[src/rtl/hazard_scoreboard.sv]
// hazard_scoreboard: register-write scoreboard beside the ID stage.
// Tracks in-flight writes for the stages after ID. From them it derives a forward
// select for each ID source operand and a stall for ID.
// Optional feature: define HAZARD_PERF_EN to add the stall_cnt_o stall-cycle counter.
module hazard_scoreboard #(
    parameter int unsigned NREGS  = 16,
    parameter int unsigned DEPTH  = 3,
    parameter int unsigned RDYW   = 2,
    parameter int unsigned SP_REG = 15,
    localparam int unsigned RW    = $clog2(NREGS),
    localparam int unsigned FW    = $clog2(DEPTH + 1)
) (
    input  logic            clk_i,
    input  logic            rst_i,
    input  logic            id_valid_i,
    input  logic [RW-1:0]   id_rd_i,
    input  logic            id_wr_i,
    input  logic            id_sp_wr_i,
    input  logic [RDYW-1:0] id_rdy_i,
    input  logic [RW-1:0]   id_src_a_i,
    input  logic            id_use_a_i,
    input  logic [RW-1:0]   id_src_b_i,
    input  logic            id_use_b_i,
    input  logic            mem_wait_i,
    input  logic            flush_i,
    output logic            stall_o,
    output logic [FW-1:0]   fwd_a_o,
`ifdef HAZARD_PERF_EN
    output logic [FW-1:0]   fwd_b_o,
    output logic [31:0]     stall_cnt_o
`else
    output logic [FW-1:0]   fwd_b_o
`endif
);

    typedef struct packed {
        logic          nr;   // youngest producer not yet forwardable
        logic [FW-1:0] fwd;
    } src_res_t;

    // Entry 0 is EXE; entry DEPTH-1 is the last stage before the regfile write.
    logic            r_v   [DEPTH];
    logic            r_wr  [DEPTH];
    logic            r_sp  [DEPTH];
    logic [RW-1:0]   r_rd  [DEPTH];
    logic [RDYW-1:0] r_rdy [DEPTH];

    src_res_t w_res_a;
    src_res_t w_res_b;
    logic     w_stall;

    // Scan from youngest to oldest. The first hit decides; older producers are shadowed.
    function automatic src_res_t lookup(input logic [RW-1:0] src, input logic use_src);
        src_res_t res;
        logic     hit;
        res = '0;
        hit = 1'b0;
        for (int i = 0; i < int'(DEPTH); i++) begin
            if (!hit && use_src && r_v[i] &&
                ((r_wr[i] && (r_rd[i] == src)) || (r_sp[i] && (src == RW'(SP_REG))))) begin
                hit = 1'b1;
                if (int'(r_rdy[i]) <= i) begin
                    res.fwd = FW'(i + 1);
                end else begin
                    res.nr = 1'b1;
                end
            end
        end
        return res;
    endfunction

    // Forward selects and the stall, computed from the tracked entries and the ID operands.
    always_comb begin
        w_res_a = lookup(id_src_a_i, id_use_a_i);
        w_res_b = lookup(id_src_b_i, id_use_b_i);
        w_stall = id_valid_i && (w_res_a.nr || w_res_b.nr);
        stall_o = w_stall;
        fwd_a_o = w_stall ? '0 : w_res_a.fwd;
        fwd_b_o = w_stall ? '0 : w_res_b.fwd;
    end

    // Entry pipeline: flush beats freeze; freeze beats stall; a stall injects a bubble into EXE.
    always_ff @(posedge clk_i or negedge rst_i) begin
        if (!rst_i) begin
            for (int i = 0; i < int'(DEPTH); i++) begin
                r_v[i]   <= 1'b0;
                r_wr[i]  <= 1'b0;
                r_sp[i]  <= 1'b0;
                r_rd[i]  <= '0;
                r_rdy[i] <= '0;
            end
        end else if (flush_i) begin
            for (int i = 0; i < int'(DEPTH); i++) begin
                r_v[i] <= 1'b0;
            end
        end else if (!mem_wait_i) begin
            for (int i = int'(DEPTH) - 1; i >= 1; i--) begin
                r_v[i]   <= r_v[i-1];
                r_wr[i]  <= r_wr[i-1];
                r_sp[i]  <= r_sp[i-1];
                r_rd[i]  <= r_rd[i-1];
                r_rdy[i] <= r_rdy[i-1];
            end
            if (w_stall) begin
                r_v[0] <= 1'b0;
            end else begin
                r_v[0] <= id_valid_i & (id_wr_i | id_sp_wr_i);
            end
            r_wr[0]  <= id_wr_i;
            r_sp[0]  <= id_sp_wr_i;
            r_rd[0]  <= id_rd_i;
            r_rdy[0] <= id_rdy_i;
        end
    end

`ifdef HAZARD_PERF_EN
    logic [31:0] r_stall_cnt;

    // Count only stall cycles that actually cost an issue slot (not frozen, not flushed).
    always_ff @(posedge clk_i or negedge rst_i) begin
        if (!rst_i) begin
            r_stall_cnt <= '0;
        end else if (w_stall && !mem_wait_i && !flush_i) begin
            r_stall_cnt <= r_stall_cnt + 32'd1;
        end
    end

    assign stall_cnt_o = r_stall_cnt;
`endif

endmodule
[config.mk]
export PLATFORM = sky130hd
export DESIGN_NAME = hazard_scoreboard
export DESIGN_NICKNAME = d
export VERILOG_FILES = /design/src/rtl/hazard_scoreboard.sv
export SDC_FILE = /design/constraint.sdc
export NUM_CORES = 1
export LEC_CHECK = 0
export ABC_AREA = 1
export CAP_MARGIN = 20
export CORE_MARGIN = 5
export CORE_UTILIZATION = 35
export CTS_CLUSTER_DIAMETER = 120
export DETAILED_ROUTE_END_ITERATION = 7
export DONT_BUFFER_PORTS = 1
export SLEW_MARGIN = 5
export SYNTH_ARGS = -nofsm -noshare
export SYNTH_HDL_FRONTEND = slang
export SYNTH_SLANG_ARGS = --single-unit
[constraint.sdc]
create_clock -name clk_i -period 2.1 [get_ports clk_i]
set_clock_uncertainty 0.15 [all_clocks]
set_input_delay 0.42 -clock clk_i [delete_from_list [all_inputs] [get_ports clk_i]]
set_output_delay 0.42 -clock clk_i [all_outputs]
set_load 0.01 [all_outputs]
==> results of run 1 <==
-- placed cells by master, fill, tap and decap left out, types with 2 or more instances in the layout --
| cell type | n |
|---|---|
| nand2_1 | 117 |
| dfrtp_1 | 26 |
| nor2_1 | 19 |
| o21ai_0 | 16 |
| inv_1 | 14 |
| inv_2 | 12 |
| nand3_1 | 8 |
| nand2_2 | 8 |
| buf_4 | 7 |
| a21oi_2 | 5 |
| xnor2_1 | 4 |
| o21ai_1 | 4 |
| nor2_2 | 4 |
| clkbuf_8 | 3 |
| a21boi_2 | 2 |
-- power by group --
part	internal, uW	switching (uW)
registers	594	79.3
logic	114	161
clock network	133	171
total	841	411
-- repair_timing --
action | in CTS | in global routing
endpoints found under the hold margin | 27 | 0
pin swaps | 3 | 8
gates resized for setup | 7 | 15
setup endpoints to repair | 5 | 5
setup buffers | 0 | 0
hold buffers | 2 | 0
-- synth_stat cells --
cell type and n:
o21a_1 1, a21oi_1 4, dfrtp_1 27, nor3_4 1, clkinv_1 1, nand2_1 121, inv_1 20, nor2_1 23
a21oi_2 2, nand2_2 4, nor3_2 1, o21ai_0 17, nand3b_1 1, a21boi_2 2, o211ai_1 1, o21ai_1 3
clkbuf_1 4, inv_2 6, and2_1 1, xnor2_1 4, nand3_1 9, nand3_4 1, o21ai_2 1
-- how the worst max path moves through the flow --
stage,start,slack (ns),cells after the start,endpoint
after floorplan,id_src_a_i[2],0.10,10,fwd_a_o[0]
after global placement,id_src_b_i[1],-0.05,11,fwd_b_o[1]
after detailed placement,id_src_a_i[2],-0.08,10,fwd_b_o[1]
after CTS,r_rd[8],-0.30,12,fwd_b_o[1]
after global routing,r_rd[5],-0.47,12,fwd_a_o[0]
final,r_rd[7],-0.30,11,fwd_a_o[1]
-- layout make-up --
class	count	area, um2	area share (%)
Tap cell	54	67.56	3.534
Inverter	27	101.3	5.301
Timing Repair Buffer	9	82.58	4.319
Sequential cell	27	676.9	35.41
Clock inverter	1	5.005	0.2618
Clock buffer	3	41.29	2.160
Multi-Input combinational cell	197	937.1	49.02
-- metrics by stage --
stage	utilization, %	TNS [ns]	std cells
detailed placement	38.08	-0.2862	312
finish	40.75	-1.464	318
CTS	40.13	-1.457	318
global route	40.75	-2.228	318
global placement	38.08	-0.2098	312
floorplan	-	0	255
-- worst max-delay path, stage by stage, from the launching register on --
cell     delay, ns
dfrtp_1       0.44
nand2_1       0.09
nand2_1       0.07
nor2_2        0.11
nand3_1       0.10
a21oi_2       0.20
nor2_2        0.05
nand2_1       0.05
nand2_1       0.06
nand2_2       0.07
nand3_4       0.11
a21oi_2       0.21
-- flip-flops by register name, indices dropped and copies added, names as in the netlist --
signal  cells
r_rd       12
r_sp        3
r_rdy       6
r_v         3
r_wr        3
-- routing by layer --
layer  routed length, um  part of all wire, %
met1                1945                   48
met2                1911                   47
met3                 182                  4.5
met4                  38                 0.93
met5                   0                    0
-- kinds of logic after synthesis --
kind of cell,Yosys count,share of synthesized area (%)
xor gates and xnor gates,4,2.086
buffers and inverters,31,6.929
AOI/OAI and AO/OA,31,10.95
DFF,27,40.24
and+or+nand+nor,162,39.79
==> run metrics, run 1 <==
Post-Syn Instances 255; post-layout min period approximately 2.4 ns; Worst Path Arrival between 1.5 and 2 ns; worst r2r src r_rd[7]; area leader, netlist dfrtp_1; Die Span Y 79.27 um; H-tree Lvls 1; DRT Pass-1 Iters 4; Mean Syn Cell Area between 6 and 7 um2; die area 6283 um2; register area share after synthesis 40.24%; max-slew violations 0; RSZ-0062 raised after global routing true; Syn Nets 278; Tot Pwr about 1300 uW; IO Count 28; area grow syn2layout 13.86%; Worst Path Max Fanout 6; vias in the first global route 1459; dpl hpwl 3085 um; CP Launch Type flop; Worst Tran Pin Value 0.5007 ns; HP Class input pin to flop; largest net degree at the start of global routing 34; aggregate global-route resource usage 14.23%; via count 1513; r2r endpoint r_v[2]; Post-Layout Inst Area 1912 um2; hold depth 2; Die W between 70 and 80 um; Hold Crit Endpoint r_rdy[4]; setup ws final -0.3019 ns; num rows 25; leak pwr 0.0009693 uW; Hold Startpoint id_rdy_i[0]; Required @ worst endpoint 1.53 ns; final setup vio count 5; Routed Antenna Nets 0; met3 usage 2.494%; CTS tree done; CTS buffer count 3; status complete, but fails checks; # fillers between 500 and 600; Crit Path Category flop to output port; NumNets Final 288; FMAX around 420 MHz; FF-to-FF path depth 12; Unique masters post-synth 23; RD Place Congestion about 0.85; flops & latches, synth 27; Rel. slew slack 66.42%; PwrDens 654.9 nW/um2; Place WS -0.07526 ns; remaining global-route overflow 0; Max VDD drop 0.0002364 V; Post-Place Cell Area 1787 um2; n_diodes 0; clk buf depth 2; max cap viols 0; initial cell density of the core between 30% and 40%; clk sinks 27; Remaining DRCs 0; First DRT Iteration DRCs approximately 140; Core ar. 4692 um2; initial antenna violation count 0; Worst-Skew Late Latency 0.27 ns; WL final around 4000 um; first-pass GRT wire length between 6000 and 7000 um; share of layout cells above drive strength 1 between 10% and 20%; CTS root buf clkbuf_8; met1 Resource Use GR approximately 19%; detailed-route vias per instance 4.758; Synth warnings 0; top cell type's share of synthesized area 40.24%; mapped cell area 1679 um2; failing checks negative setup slack; Port Buffers 0; wire length per cell 12.82 um; Reg clk slew, reported paths 0.10 ns; met2 usage in global routing a little under a quarter; main area contributors after synthesis dfrtp_1, nand2_1, nor2_1; Critical Path Sink Type output port; final hold slack 0.1030 ns; Worst R2R Setup Slack 0.29 ns; part of the cycle the worst path needs 114.4%; Top Usage Layer GRT met2; Final Hold Viols 0
(Power assumes the default switching activity.)
==> run 2, diff against run 1 <==
--- a/config.mk
+++ b/config.mk
@@ -12,6 +12,7 @@
 export CTS_CLUSTER_DIAMETER = 120
 export DETAILED_ROUTE_END_ITERATION = 7
 export DONT_BUFFER_PORTS = 1
+export GPL_TIMING_DRIVEN = 0
 export SLEW_MARGIN = 5
 export SYNTH_ARGS = -nofsm -noshare
 export SYNTH_HDL_FRONTEND = slang
==> constraint.sdc (replaced) <==
create_clock -name clk_i -period 2.9 [get_ports clk_i]
set_clock_uncertainty 0.15 [all_clocks]
set_input_delay 0.58 -clock clk_i [delete_from_list [all_inputs] [get_ports clk_i]]
set_output_delay 0.58 -clock clk_i [all_outputs]
set_load 0.01 [all_outputs]
==> run metrics, run 2 (synthesis results as in run 1) <==
Hold Startpoint id_rdy_i[0]; combinational share of power 19.8% (-2.2 points); Core Util, Final 38.91% (-1.8 points); leak pwr 0.0009409 uW (-2.9%); max-slew violations 0 (unchanged); NumNets Final 285 (-1.0%); initial antenna violation count 0 (unchanged); CP Launch Type flop; Rel. slew slack 66.15% (-0.27 points); Worst-Skew Late Latency 0.28 ns (about the same); most common cell after layout, fill and taps aside nand2_1; Largest regs r_rd x12, r_rdy x6; worst-path cell chain inv_1 -> nor2_1 -> nor2_1 -> nand3_1 -> a21oi_2 -> nor2_1 -> nand2_1 -> nand2_1 -> nand2_2 -> nand3_4 -> a21oi_1; Die W 79.27 um (unchanged); Critical Path Sink Type output port; DRT Pass-1 Iters 4 (unchanged); setup ws final 0.2613 ns (+0.5632 ns); Crit Path Category flop to output port; die area 6283 um2 (unchanged); clk buf depth 2 (unchanged); CTS buffer count 3 (unchanged); Switch Pwr 298.9 uW (-27%); vias in the first global route 1614 (+11%); Hold Crit Endpoint r_rdy[4]; H-tree Lvls 1 (unchanged); num rows 25 (unchanged); worst r2r src r_rd[11]; initial cell density of the core 35.79% (unchanged); Die Span Y 79.27 um (unchanged); FF-to-FF path depth 12 (unchanged); Clock power frac 25.8% (+1.5 points); max reg flops 12 (unchanged); post-layout min period 2.639 ns; share of layout cells above drive strength 1 8.812% (-11 points); Place WS 0.4172 ns (+0.4925 ns); clk sinks 27 (unchanged); final setup vio count 0 (-5); Setup Fix Bufs, Post-CTS 0 (unchanged); Port Buffers 0 (unchanged); largest net degree at the start of global routing 28 (-18%); remaining global-route overflow 0 (unchanged); Worst Tran Pin Value 0.5078 ns (+0.007125 ns); final hold slack 0.2579 ns (+0.1550 ns); RSZ-0062 raised after global routing false; WL final 4152 um (+1.8%); sw frac 33.41% (+0.60 points); Required @ worst endpoint 2.17 ns (+0.64 ns); CTS root buf clkbuf_8; max cap viols 0 (unchanged); Final TNS setup 0 ns (+1.464 ns); FMAX 379.0 MHz; status complete, no violations; r2r endpoint r_v[2]; First DRT Iteration DRCs 131 (-8.4%); most frequent cells in the layout nand2_1, dfrtp_1, nor2_1, inv_1, o21ai_0; first-pass GRT wire length 7383 um (+5.7%); aggregate global-route resource usage 14.94% (+0.71 points); Crit path max-delay family simple AND/OR/NAND/NOR gates; Remaining DRCs 0 (unchanged); Final Hold Viols 0 (unchanged); most frequent CP cell nor2_1; n_diodes 0 (unchanged); CTS tree done; Worst R2R Setup Slack 1.19 ns (+0.90 ns); Int Pwr 595.7 uW (-29%); Largest Register r_rd; IO Count 28 (unchanged); Post-Layout Inst Area 1826 um2 (-4.5%); Levels on crit path 11 (unchanged); hold depth 2 (unchanged); Max VDD drop 0.0001937 V (-18%); PwrDens 490.1 nW/um2 (-25%); via count 1513 (unchanged); Post-Place Cell Area 1747 um2 (-2.2%); Largest stage delay, worst path 0.40 ns (-0.04 ns); part of the cycle the worst path needs about nine tenths; area grow syn2layout 8.718%; # resized after CTS 0 (-7); Seq pwr share 54.4% (+0.6 points); slowest CP cell dfrtp_1; Worst Path Max Fanout 6 (unchanged); Buf/Inv on CP 1 (+1); RD Place Congestion 0.8757 (+3.6%); Worst Path Arrival 1.91 ns (+0.08 ns); detailed-route vias per instance 4.803 (+0.95%); wire length per cell 13.18 um (+2.8%); Reg clk slew, reported paths 0.10 ns (about the same); Routed Antenna Nets 0 (unchanged); HP Class input pin to flop; dpl hpwl 3196 um (+3.6%); Core ar. 4692 um2 (unchanged)
## run 2: area by class of cell
class	count	area, um2
fill	498	2867
multi-input combinational	197	887.1
sequential	27	675.6
inverter	27	101.3
tap	54	67.56
clock buffer	3	41.29
timing repair buffer	2	30.03
buffer	4	15.01
clock inverter	1	7.507
## run 2: per-stage QoR
step,total power [uW],std cells
3_5_place_dp,657.9,309
4_1_cts,903.7,315
5_1_grt,959.3,315
2_1_floorplan,611.9,255
6_report,894.6,315
3_3_place_gp,654.5,309
## run 2: worst reg2reg max path, delay by kind of cell (launching register included)
kind            cells  cell delay (ns)
simple gates        9             0.70
buf+inv             1             0.10
compound gates      2             0.22
flops               1             0.44
## run 2: power by group through the flow
| stage | clock [uW] | combinational [uW] | sequential, uW |
|---|---|---|---|
| 2_1_floorplan | 0 | 135 | 476 |
| 3_3_place_gp | 0 | 163 | 492 |
| 3_5_place_dp | 0 | 166 | 491 |
| 4_1_cts | 240 | 179 | 485 |
| 5_1_grt | 251 | 211 | 497 |
| 6_report | 231 | 177 | 487 |
## run 2: repair_timing
item,4_1_cts,5_1_grt
endpoints found under the hold margin,27,0
setup endpoints to repair,0,0
hold buffers,2,0
## run 2: metal layers
metal  routed length [um]  track usage [%]
met5                    0                0
met4                  104            5.842
met3                  143            2.494
met2                 1915            25.00
met1                 1988            19.15
## run 2: worst max-delay path by stage
| stage | from | to | slack [ns] |
|---|---|---|---|
| 2_1_floorplan | id_src_a_i[2] | fwd_a_o[0] | 0.58 |
| 4_1_cts | r_rd[4] | fwd_b_o[1] | 0.24 |
| 6_report | r_rd[4] | fwd_b_o[1] | 0.26 |
| 5_1_grt | r_rd[9] | fwd_b_o[1] | 0.09 |
| 3_5_place_dp | id_src_a_i[2] | fwd_b_o[1] | 0.42 |
| 3_3_place_gp | id_src_a_i[2] | fwd_a_o[1] | 0.41 |
==> RTL change 1, RTL diff (config.mk and constraints of run 1) <==
The option `HAZARD_PERF_EN` is turned on by a define.
--- a/src/rtl/hazard_scoreboard.sv
+++ b/src/rtl/hazard_scoreboard.sv
@@ -2,6 +2,8 @@
 // Tracks in-flight writes for the stages after ID. From them it derives a forward
 // select for each ID source operand and a stall for ID.
 // Optional feature: define HAZARD_PERF_EN to add the stall_cnt_o stall-cycle counter.
+`define HAZARD_PERF_EN
+
 module hazard_scoreboard #(
     parameter int unsigned NREGS  = 16,
     parameter int unsigned DEPTH  = 3,
Function (old outputs only; new: stall_cnt_o): kept (equiv_simple and equiv_induct, registers matched by name and starting in step).
==> RTL change 1 against run 1 <==
- final area increased by 140%
- utilization increased by 3.0 points
- total power increased by 100%
- via count increased by 130%
- wire length increased to 2.5 times the old value
- sequential power increased by 92%
- sequential cell count increased by 32
- setup slack got worse by 110 ps
- largest power group unchanged
- the run still ends with setup timing left
- synthesized area increased by 120%
==> RTL change 1: results <==
set metrics [dict create \
    setup_violations 37 \
    routed_wl_um 10370 \
    synthTopCellsByArea "dfrtp_1 39%, nand2_1 23%, xor2_1 5.6%, nor2_1 5.0%, nand3_1 4.7%" \
    peakVddDrop_mv 0.3095 \
    ys_types 32 \
    violations "setup timing" \
    p_leak_nw 2.278 \
    dp_cells 690 \
    grt_use_total_pct 16.34 \
    vias 3525 \
    outcome "complete, but fails checks" \
    layout.cells.non_filler 716 \
    place_hpwl_um 7249 \
    grtUsageMet3_pct 4.456 \
    cp_max_fo 5 \
    design_area_um2 4561 \
    cts-htree-levels 3 \
    critPathArrivalTime_ps 1940 \
    r2r_setup_slack_ps -180 \
    synth_area_per_cell_um2 7.107 \
    met1_usage_pct 20.09 \
    fin_ws_ps -412.3 \
    drt_pass1_iterations 7 \
    holdPathEnd "r_wr[2]$_DFFE_PN0P_" \
    gp_congestion 0.9254 \
    wirelength_met1_um 4590 \
    holdWs_ps 48.31 \
]
==> RTL change 1: power by group through the flow <==
stage	combinational (mW)	sequential, mW	clock (mW)
6_report	0.344	1.29	0.915
5_1_grt	0.392	1.30	0.995
4_1_cts	0.335	1.29	0.940
3_5_place_dp	0.283	1.30	0
3_3_place_gp	0.278	1.30	0
2_1_floorplan	0.204	1.29	0
==> RTL change 1: cells by family after synthesis <==
family	Yosys count	share of synthesized area, %
AO/OA/AOI/OAI	32	5.158
adder cells (fa/ha/maj)	1	0.3327
buffers and inverters	50	6.988
XOR/XNOR	35	8.153
flip-flops	59	39.27
AND/OR/NAND/NOR	352	40.10
==> RTL change 1: how the worst max path moves through the flow <==
stage                               from                     endpoint  cells past startpoint
finish              r_rd[10]$_DFFE_PN0P_                   fwd_b_o[0]                     12
floorplan                  id_src_b_i[3]                   fwd_a_o[0]                     12
global placement           id_src_a_i[0]  stall_cnt_o[18]$_DFFE_PN0P_                     16
detailed placement         id_src_a_i[0]  stall_cnt_o[17]$_DFFE_PN0P_                     16
CTS                  r_rd[5]$_DFFE_PN0P_                   fwd_b_o[1]                     12
global route        r_rd[11]$_DFFE_PN0P_                   fwd_b_o[0]                     12
==> RTL change 1: area by class of cell <==
class	count	area share, %
Sequential cell	59	32.40
Clock inverter	2	0.2743
Timing Repair Buffer	51	11.03
Multi-Input combinational cell	420	46.20
Tap cell	136	3.731
Inverter	36	2.963
Clock buffer	12	3.402
==> RTL change 1: what timing repair did <==
item	4_1_cts	5_1_grt
cloned	3	0
endpoints found under the hold margin	59	0
pin swaps	6	3
buffers inserted	7	3
endpoints found under the setup margin	37	38
hold buffers	2	0
resized for setup	20	5
==> RTL change 2, RTL diff (settings of run 1) <==
Made on the original files. `SP_REG`: 15 -> 7.
--- a/src/rtl/hazard_scoreboard.sv
+++ b/src/rtl/hazard_scoreboard.sv
@@ -6,7 +6,7 @@
     parameter int unsigned NREGS  = 16,
     parameter int unsigned DEPTH  = 3,
     parameter int unsigned RDYW   = 2,
-    parameter int unsigned SP_REG = 15,
+    parameter int unsigned SP_REG = 7,
     localparam int unsigned RW    = $clog2(NREGS),
     localparam int unsigned FW    = $clog2(DEPTH + 1)
 ) (
Formal check against the unedited RTL: not equivalent (Yosys sat finds a counterexample within 4 cycles, from zero or initial values and one cycle with rst_i low).
==> RTL change 2 against run 1 <==
- the flow still finishes with violations (setup timing)
- critical path type unchanged
- largest power group unchanged
- die area increased by 0.58%
- setup slack got worse by 62 ps
- wire length increased by 3.9%
- count of clock-buffer cells in the layout unchanged
- sequential cell count unchanged
- synthesized area increased by 0.67%
- final area increased by 3.1%
- total power increased by 1.2%
- clock power increased by 2%
==> RTL change 2: results <==
set metrics [dict create \
    r2r_setup_slack_ps 150 \
    drive_gt1_share_pct 17.58 \
    dp_cells 319 \
    layout.cells.non_filler 327 \
    drt_pass1_iterations 5 \
    gp_congestion 0.9182 \
    maxSlewHeadroom_pct 81.65 \
    grt_pass1_wl_um 7265 \
    place_ws_ps -82.44 \
    placed_area_um2 1851 \
    outcome "complete, but fails checks" \
    drt-initial-drc-count 88 \
    peakVddDrop_mv 0.4059 \
    grt_use_total_pct 14.51 \
    grt_max_degree 28 \
    violations "setup timing" \
    clk-insertion-delay-late_ps 270 \
    grt_pass1_vias 1551 \
    setup_violations 5 \
    finalNetCount 297 \
    syn-instance-count 255 \
    synthTopCellsByCount "114 x nand2_1, 27 x dfrtp_1, 23 x inv_1" \
    slowest_delay_ps 440 \
    cts.clk_slew.worst_paths_ps 100 \
    critPathArrivalTime_ps 1890 \
    fin_ws_ps -363.8 \
    path_delay_family "simple AND/OR/NAND/NOR gates" \
    p_leak_nw 1.043 \
    synthTopCellsByArea "dfrtp_1 40%, nand2_1 25%, inv_1 5.1%, o21ai_0 5.0%, nor2_1 4.9%" \
    viasPerCell 4.890 \
    place_hpwl_um 3202 \
    routed_wl_um 4237 \
    antenna_found_initial 0 \
    ys_types 26 \
    yosysSeqAreaShare_pct 39.97 \
    switching_share_pct 32.56 \
]
RTL change 2: cell count changes after synthesis, sizes merged:
cell,delta
nor2,+1
o21ai,-1
o22ai,+1
nand2,-6
nand4,+6
nor3,-2
o21a,-1
a31oi,+1
inv,+2
nand3,-1
RTL change 2: cell families (layout without fill, tap and decap cells):
kind of cell,Yosys count,count (layout),share of synthesized area [%]
xor gates and xnor gates,4,4,2.072
DFF,27,27,39.97
AOI/OAI and AO/OA,31,31,11.10
buffers and inverters,33,51,7.327
and+or+nand+nor,160,160,39.53
RTL change 2: area by class of cell:
class / instances / area, µm²
well taps: 54 / 67.56
repair buffers: 18 / 150.1
clock inverters: 1 / 5.005
flip-flops and latches: 27 / 676.9
fillers: 512 / 2721
multi-input cells: 195 / 920.9
inverters: 29 / 108.9
clock buffers: 3 / 41.29
RTL change 2: timing repair:
action | CTS | global route
endpoints found under the hold margin | 27 | 0
setup buffers | 2 | 0
pin swaps | 2 | 3
cloned | 0 | 0
hold buffers | 2 | 0
setup endpoints to repair | 5 | 6
gates resized for setup | 6 | 4
RTL change 2: metrics by stage:
step                      hold WS (ps)  utilization (%)  setup TNS [ps]
after global routing             95.82            42.00           -2518
after detailed placement        -24.99            39.44          -276.6
after global placement          -25.02            39.44          -191.1
after floorplan                 -25.59                -               0
final                            105.5            42.00           -1667
after CTS                        104.2            41.71           -1633
RTL change 2: metal layers:
layer  vias to the layer above  track usage [%]  wire length (µm)
li1                        829                -                 -
met1                       722            18.92              1979
met2                        42            24.54              2010
met3                         6            2.370               170
met4                         0            4.296                76
met5                         -                0                 0
RTL change 2: final timing paths:
path                                       from                   end  cells after the start
max in group asynchronous                 rst_i   r_rd[0]$_DFFE_PN0P_                      2
hold / removal                      id_rdy_i[1]  r_rdy[5]$_DFFE_PN0P_                      2
hold reg to reg            r_rdy[2]$_DFFE_PN0P_  r_rdy[0]$_DFFE_PN0P_                      2
min in group asynchronous                 rst_i   r_rd[6]$_DFFE_PN0P_                      2
setup / recovery            r_rd[6]$_DFFE_PN0P_            fwd_b_o[0]                     13
setup reg to reg            r_rd[6]$_DFFE_PN0P_    r_v[2]$_DFFE_PN0P_                     14
RTL change 2: power by group through the flow:
stage / Sequential [mW] / Combinational [mW] / Clock [mW]
2_1_floorplan: 0.658 / 0.187 / 0
4_1_cts: 0.670 / 0.285 / 0.316
3_3_place_gp: 0.680 / 0.259 / 0
3_5_place_dp: 0.679 / 0.261 / 0
5_1_grt: 0.685 / 0.330 / 0.341
6_report: 0.673 / 0.285 / 0.309
